==> src/rtl/time_set_ctrl.sv <==
// Time-of-day set controller: RUN / SET_HOUR / SET_MIN editing with button edges,
// load strobes to the hour/minute counters, idle-timeout abort and field blink.
module time_set_ctrl #(
  parameter int TIMEOUT_S = 30,
  parameter int HOUR_MOD  = 24
) (
  input  logic       clock,
  input  logic       reset,
  input  logic       tick_1hz,
  input  logic       btn_mode,
  input  logic       btn_inc,
  input  logic       carry_sec,
  input  logic       carry_min,
  input  logic [5:0] count_hour,
  input  logic [5:0] count_min,
  output logic       enable_sec,
  output logic       enable_min,
  output logic       enable_hour,
  output logic       load_hour,
  output logic       load_min,
  output logic [5:0] data_hour,
  output logic [5:0] data_min,
  output logic       clear_sec,
  output logic [1:0] mode,
  output logic       blink
);
  typedef enum logic [1:0] {RUN = 2'b00, SET_HOUR = 2'b01, SET_MIN = 2'b10} state_t;
  localparam int IW = $clog2(TIMEOUT_S + 1);

  state_t          state_q, state_d;
  logic            mode_q, inc_q, mode_arm, inc_arm;
  logic            mode_edge, inc_edge, any_edge, timeout;
  logic [IW-1:0]   idle_q;
  logic [5:0]      edit_hour, edit_min;
  logic            load_hour_q, load_min_q, blink_q;
  logic            ld_hour_d, ld_min_d;

  function automatic logic [5:0] cap(input logic [5:0] v, input int lim);
    return (int'(v) >= lim) ? 6'd0 : v;
  endfunction

  // arm flags keep a button held across reset release from looking like a press
  assign mode_edge = btn_mode & ~mode_q & mode_arm;
  assign inc_edge  = btn_inc & ~inc_q & inc_arm;
  assign any_edge  = mode_edge | inc_edge;
  assign timeout   = (state_q != RUN) && tick_1hz && !any_edge &&
                     (idle_q == IW'(TIMEOUT_S - 1));

  always_comb begin
    state_d   = state_q;
    ld_hour_d = 1'b0;
    ld_min_d  = 1'b0;
    case (state_q)
      RUN:      if (mode_edge) state_d = SET_HOUR;
      SET_HOUR: if (mode_edge) begin
                  state_d   = SET_MIN;
                  ld_hour_d = 1'b1;
                end else if (timeout) state_d = RUN;
      SET_MIN:  if (mode_edge) begin
                  state_d  = RUN;
                  ld_min_d = 1'b1;
                end else if (timeout) state_d = RUN;
      default:  state_d = RUN;
    endcase
  end

  always_ff @(posedge clock) begin
    if (reset) state_q <= RUN;
    else       state_q <= state_d;
  end

  always_ff @(posedge clock) begin
    if (reset) begin
      mode_q      <= 1'b0;
      inc_q       <= 1'b0;
      mode_arm    <= ~btn_mode;
      inc_arm     <= ~btn_inc;
      edit_hour   <= '0;
      edit_min    <= '0;
      idle_q      <= '0;
      blink_q     <= 1'b0;
      load_hour_q <= 1'b0;
      load_min_q  <= 1'b0;
    end else begin
      mode_q      <= btn_mode;
      inc_q       <= btn_inc;
      if (!btn_mode) mode_arm <= 1'b1;
      if (!btn_inc)  inc_arm  <= 1'b1;
      load_hour_q <= ld_hour_d;
      load_min_q  <= ld_min_d;

      // mode wins over inc in the same cycle
      if (state_q == RUN && mode_edge)
        edit_hour <= cap(count_hour, HOUR_MOD);
      else if (state_q == SET_HOUR && inc_edge && !mode_edge)
        edit_hour <= (int'(edit_hour) >= HOUR_MOD - 1) ? 6'd0 : edit_hour + 6'd1;

      if (state_q == SET_HOUR && mode_edge)
        edit_min <= cap(count_min, 60);
      else if (state_q == SET_MIN && inc_edge && !mode_edge)
        edit_min <= (edit_min >= 6'd59) ? 6'd0 : edit_min + 6'd1;

      if (state_d == RUN || any_edge) idle_q <= '0;
      else if (tick_1hz)              idle_q <= idle_q + IW'(1);

      if (state_d == RUN)  blink_q <= 1'b0;
      else if (mode_edge)  blink_q <= 1'b1;
      else if (tick_1hz)   blink_q <= ~blink_q;
    end
  end

  logic run_en;
  assign run_en      = (state_q == RUN) && !reset;
  assign enable_sec  = run_en & tick_1hz;
  assign enable_min  = run_en & tick_1hz & carry_sec;
  assign enable_hour = run_en & tick_1hz & carry_sec & carry_min;
  assign load_hour   = load_hour_q & ~reset;
  assign load_min    = load_min_q & ~reset;
  assign clear_sec   = load_min_q & ~reset;
  assign data_hour   = edit_hour;
  assign data_min    = edit_min;
  assign mode        = state_q;
  assign blink       = blink_q;
endmodule

==> config.mk <==
export PLATFORM = sky130hd
export DESIGN_NAME = time_set_ctrl
export DESIGN_NICKNAME = d
export VERILOG_FILES = /design/src/rtl/time_set_ctrl.sv
export SDC_FILE = /design/constraint.sdc
export NUM_CORES = 1
export LEC_CHECK = 0
export CAP_MARGIN = 20
export CORE_ASPECT_RATIO = 0.5
export CORE_UTILIZATION = 52
export CTS_CLUSTER_DIAMETER = 80
export CTS_CLUSTER_SIZE = 12
export DETAILED_ROUTE_END_ITERATION = 6
export HOLD_SLACK_MARGIN = 0.08
export PLACE_DENSITY = 0.82
export REMOVE_ABC_BUFFERS = 1
export SYNTH_ARGS = -nofsm -noshare
export SYNTH_HDL_FRONTEND = slang
export SYNTH_SLANG_ARGS = --single-unit
==> constraint.sdc <==
create_clock -name clock -period 3 [get_ports clock]
set_input_delay 0.75 -clock clock [delete_from_list [all_inputs] [get_ports clock]]
set_output_delay 0.75 -clock clock [all_outputs]
set_load 0.05 [all_outputs]
Yosys cells after proc, flatten, opt, wreduce, memory -nomap -nowiden

Index checks and enable logic that the tools add are counted.

Logic and storage cells: 85
Flip-flop bits (word level): 26
Output and inout port bits: 21
Input bits: 19

Add/sub/neg operators: 3
Bitwise logic cells: 18
Equality and inequality tests: 5
Muxes and demuxes: 20
Reductions and logical operators: 24
$lt $le $gt $ge: 4

Operators by type and width:

| kind                | number |
|---|---|
| $mux 6              | 8 |
| $add 6x1->6 const B | 2 |
| $ge 6x5->1 const B  | 2 |
| $ge 6x6->1 const B  | 2 |
| $logic_and 1x1->1   | 10 |
| $and 1x1->1         | 9 |
| $mux 2              | 4 |
| $not 1->1           | 8 |
| $reduce_bool 2->1   | 4 |
| $reduce_or 2->1     | 4 |
| $mux 1              | 7 |
| $pmux 2 s3          | 1 |
| $add 5x1->5 const B | 1 |
| $eq 5x5->1 const B  | 1 |
| $logic_not 2->1     | 2 |
| $ne 2x2->1 const B  | 2 |
| $logic_not 1->1     | 3 |
| $eq 2x1->1 const B  | 1 |
| $eq 2x2->1 const B  | 1 |
| $logic_or 1x1->1    | 1 |
| $or 1x1->1          | 1 |

Longest topological paths before layout

Gate-level depths: netlist of the first run.

Depth after elaboration: 13
Mapped depth: 6
Mapped depth without buffers: 6

Worst setup path after synthesis of the first run

Ideal clock, no wire load.

Path kind: in2out
From: in reset
To: out enable_hour
Required time: 2250 ps
Path buffers: 1
Stages on the path: 4
Arrival time: 2058 ps
Setup slack: 192 ps
Path through: buf_2 clkinv_1 and3_1 and3_1

Word-level cells in the longest chain between the ends: 5

Ends and longest elaborated chain:

| element                   | line | source |
|---|---|---|
| start: declaration        | 8    | `input logic reset,` |
| $logic_not 1->1           | 113  | `assign run_en = (state_q == RUN) && !reset;` |
| $logic_and 1x1->1         | 113  |  |
| $and 1x1->1               | -    |  |
| named net enable_sec      | 16   | `output logic enable_sec,` |
| $and 1x1->1 (2 in series) | 116  | `assign enable_hour = run_en & tick_1hz & carry_sec & carry_min;` |
| end: declaration          | 18   | `output logic enable_hour,` |

The timed path passes the listed nets, and every way through them passes these cells.

Worst setup path in the final report of the first run

From: in reset
To: out enable_hour

Word-level cells in the longest chain between the ends: 5

Ends and longest elaborated chain:

| element                   | line |
|---|---|
| $logic_not 1->1           | 113 |
| $logic_and 1x1->1         | 113 |
| $and 1x1->1 (3 in series) | 116 |

No other way between the ends.

==> results.yml, run 1 <==
setup_path:
  critPathArrivalTime_ps: 2040
  startpoint: "reset"
  crit_fanout: 5
  cp-start-kind: "primary input"
  endpoint_kind: "primary output"
  r2r-start: "mode[0]"
  worstRegToRegCells: 4
  worstPathRequired_ps: 2250
  r2r_setup_slack_ps: 1180
  worstSetupPathType: "in -> out"
  reg2reg_to: "blink"
power:
  p_per_area_nw_per_um2: 427
  swShare_pct: 28.8
  total_power_uw: 880
  internal-power_uw: 627
  leakage_nw: 0.782
  p_clk_share_pct: 33.4
  power.switching_uw: 254
  ir_worst_vdd_v: 0.000249
  comb_power_share_pct: 22.8
  seqPwrFrac_pct: 43.7
clock_tree:
  cts_buffer_depth: 2
  clock_sinks: 26
  cts.clk_slew.worst_paths_ps: 80
  hold_buffers: 0
  cts_max_level: 1
  cts_tree: "built"
  clock_latency_ps: 280
  cts_buffers: 3
  clock-root-buffer: "clkbuf_8"
  cts_setup_buffers: 0
  cts_resized: 0
placement:
  dpl.cell_count: 252
  io_buffer_count: 39
  gp_congestion: 0.839
  dp_hpwl_um: 3020
  place_area_sq_um: 1990
drt:
  postRouteAntennaNets: 0
  first_iter_violations: 84
  dr_wl_met3_um: 247
  dr.pass1.iters: 4
  wl_met1_um: 1740
  wl_um: 3940
  routed_via_density: 6.11
  met2_length_um: 1920
  drc: 0
  vias: 1563
  wl_per_cell_um: 15.4
  highest_layer: "met4"
final_layout:
  nFillCells: 197
  final_area_sq_um: 2060
  antennaDiodeCount: 0
  drive_above_1_share_pct: 11.9
  fin_cells: 256
  final_net_count: 243
  area_growth_pct: 32.3
hold_path:
  holdCritStartpoint: "data_hour[5]"
  min_to: "data_hour[5]"
  hold_depth: 1
  hold_path.class: "reg -> reg"
timing:
  timing.final.crit_share_pct: 92.9
  min_period_ps: 2790
  worst_pin_slew_ps: 514
  tns_ps: 0
  slew_viol_final: 0
  hold_viol_final: 0
  fin_worst_skew_ps: 8.61
  fmax_ghz: 0.359
  setup_violations: 0
  slew_headroom_pct: 65.6
  rsz0062_at_grt: "no"
logic_synthesis:
  synthDistinctLibCells: 52
  postSynthCellCount: 180
  ys_seq_elements: 26
  synth_edf_count: 2
  yosys-top-cells-area: "dfxtp_1 (31%), a21oi_1 (5.8%), edfxtp_1 (3.9%)"
  yosys_warnings: 0
  synth_top_cell_area_share_pct: 30.9
  yosysTopAreaCell: "dfxtp_1"
  synthFlopType: "dfxtp_1"
  netlist_area_sq_um: 1560
  syn_area_per_cell_sq_um: 8.65
  ys_seq_area_share_pct: 34.7
  ys_async_sr_fraction_pct: 0
floorplan:
  die_h_um: 40.7
  start_util_pct: 57.3
  fp-row-count: 13
  dieArea_sq_um: 3230
  core_sq_um: 2720
  io_pins: 40
  fp.dieW_um: 79.4
grt:
  grt_pass1_vias: 1364
  antenna_found_initial: 0
  grt_max_degree: 18
  grt_overflow: 0
  grt.total_usage_pct: 25.5
  grt_pass1_wl_um: 6070
status:
  status: "complete, no violations"
flow_run:
  maxCapViolations: 0
worst max-delay path by stage:
stage                  endpoint  slack (ps)  cells after the start
detailed placement  enable_hour         220                      5
global placement    enable_hour         230                      5
CTS                 enable_hour         210                      5
global route        enable_hour         150                      5
floorplan             clear_sec         160                      1
finish              enable_hour         210                      5
power groups by stage:
stage	registers [mW]	logic (mW)	clock network, mW
final	0.385	0.201	0.294
after global routing	0.387	0.214	0.308
after CTS	0.385	0.200	0.296
after detailed placement	0.393	0.198	0
after global placement	0.392	0.194	0
after floorplan	0.422	0.0850	0
worst max-delay path, stage by stage:
cell and delay (ps):
clkdlybuf4s50_1 480, clkinv_1 180, and3_1 250, and3_1 190, buf_4 180
cell families (layout without fill, tap and decap cells):
kind of cell,after synthesis,in the layout,synth area share [%]
AND/OR/NAND/NOR,73,73,28.1
AO/OA/AOI/OAI,52,52,23.6
flip-flops,26,26,34.7
buffers and inverters,18,57,6.35
XOR/XNOR,6,6,3.38
adder cells (fa/ha/maj),4,4,3.22
multiplexers,1,1,0.723
flip-flops by register name, summed over array words and instances (netlist names):
register,flops
idle_q,5
inc_arm,1
blink,1
inc_q,1
data_min,6
mode,2
mode_arm,1
load_min_q,1
load_hour_q,1
data_hour,6
mode_q,1
synthesized netlist by cell type (5+ instances only):
master,count
nand3_1,10
nor2_1,9
xnor2_1,5
a21oi_1,18
inv_1,8
o31ai_1,6
a32oi_1,6
nor2b_1,6
nand2_1,16
dfxtp_1,24
layout make-up:
type	count	area, sq um	area share, %
multi-input combinational	136	917	44.5
sequential	26	541	26.2
timing repair buffer	44	450	21.9
tap	37	46.3	2.25
clock buffer	3	41.3	2.00
inverter	9	33.8	1.64
clock inverter	1	30.0	1.46
metal layers:
metal	global-route usage, %	vias to the layer above
li1	-	752
met1	30.2	739
met2	49.8	67
met3	5.78	5
met4	5.45	0
met5	0	-
cells in the final DEF, fill, tap and decap left out, drive strengths merged, types with 2 or more instances in the layout:
master,Yosys,layout
nand2b,2,2
and3b,2,2
ha,4,4
a22oi,2,2
nor3,5,5
edfxtp,2,2
o21ai,3,3
nand4,3,3
and2,3,3
dfxtp,24,24
xnor2,5,5
nand4b,3,3
clkdlybuf4s50,0,33
a21oi,18,18
buf,9,11
nor2,11,11
o22ai,2,2
nand3b,3,3
a211oi,3,3
a31oi,3,3
o31ai,6,6
inv,8,8
nor2b,6,6
a32oi,6,6
nand3,10,10
and3,4,4
nor4,2,2
clkbuf,0,3
nand2,17,17
metrics by stage:
stage,hold slack [ps],utilization [%],setup slack [ps]
CTS,534,75.8,211
floorplan,517,-,165
finish,538,75.8,213
global route,550,75.8,149
global placement,519,73.2,232
detailed placement,525,73.2,223
No activity file was read; power rests on OpenSTA's default activity.
==> run 2, diff against run 1 <==
CTS_CLUSTER_DIAMETER = not set   (was 80)
==> results of run 2 <==
The final DEF is identical to that of run 1; final timing and power are the same.
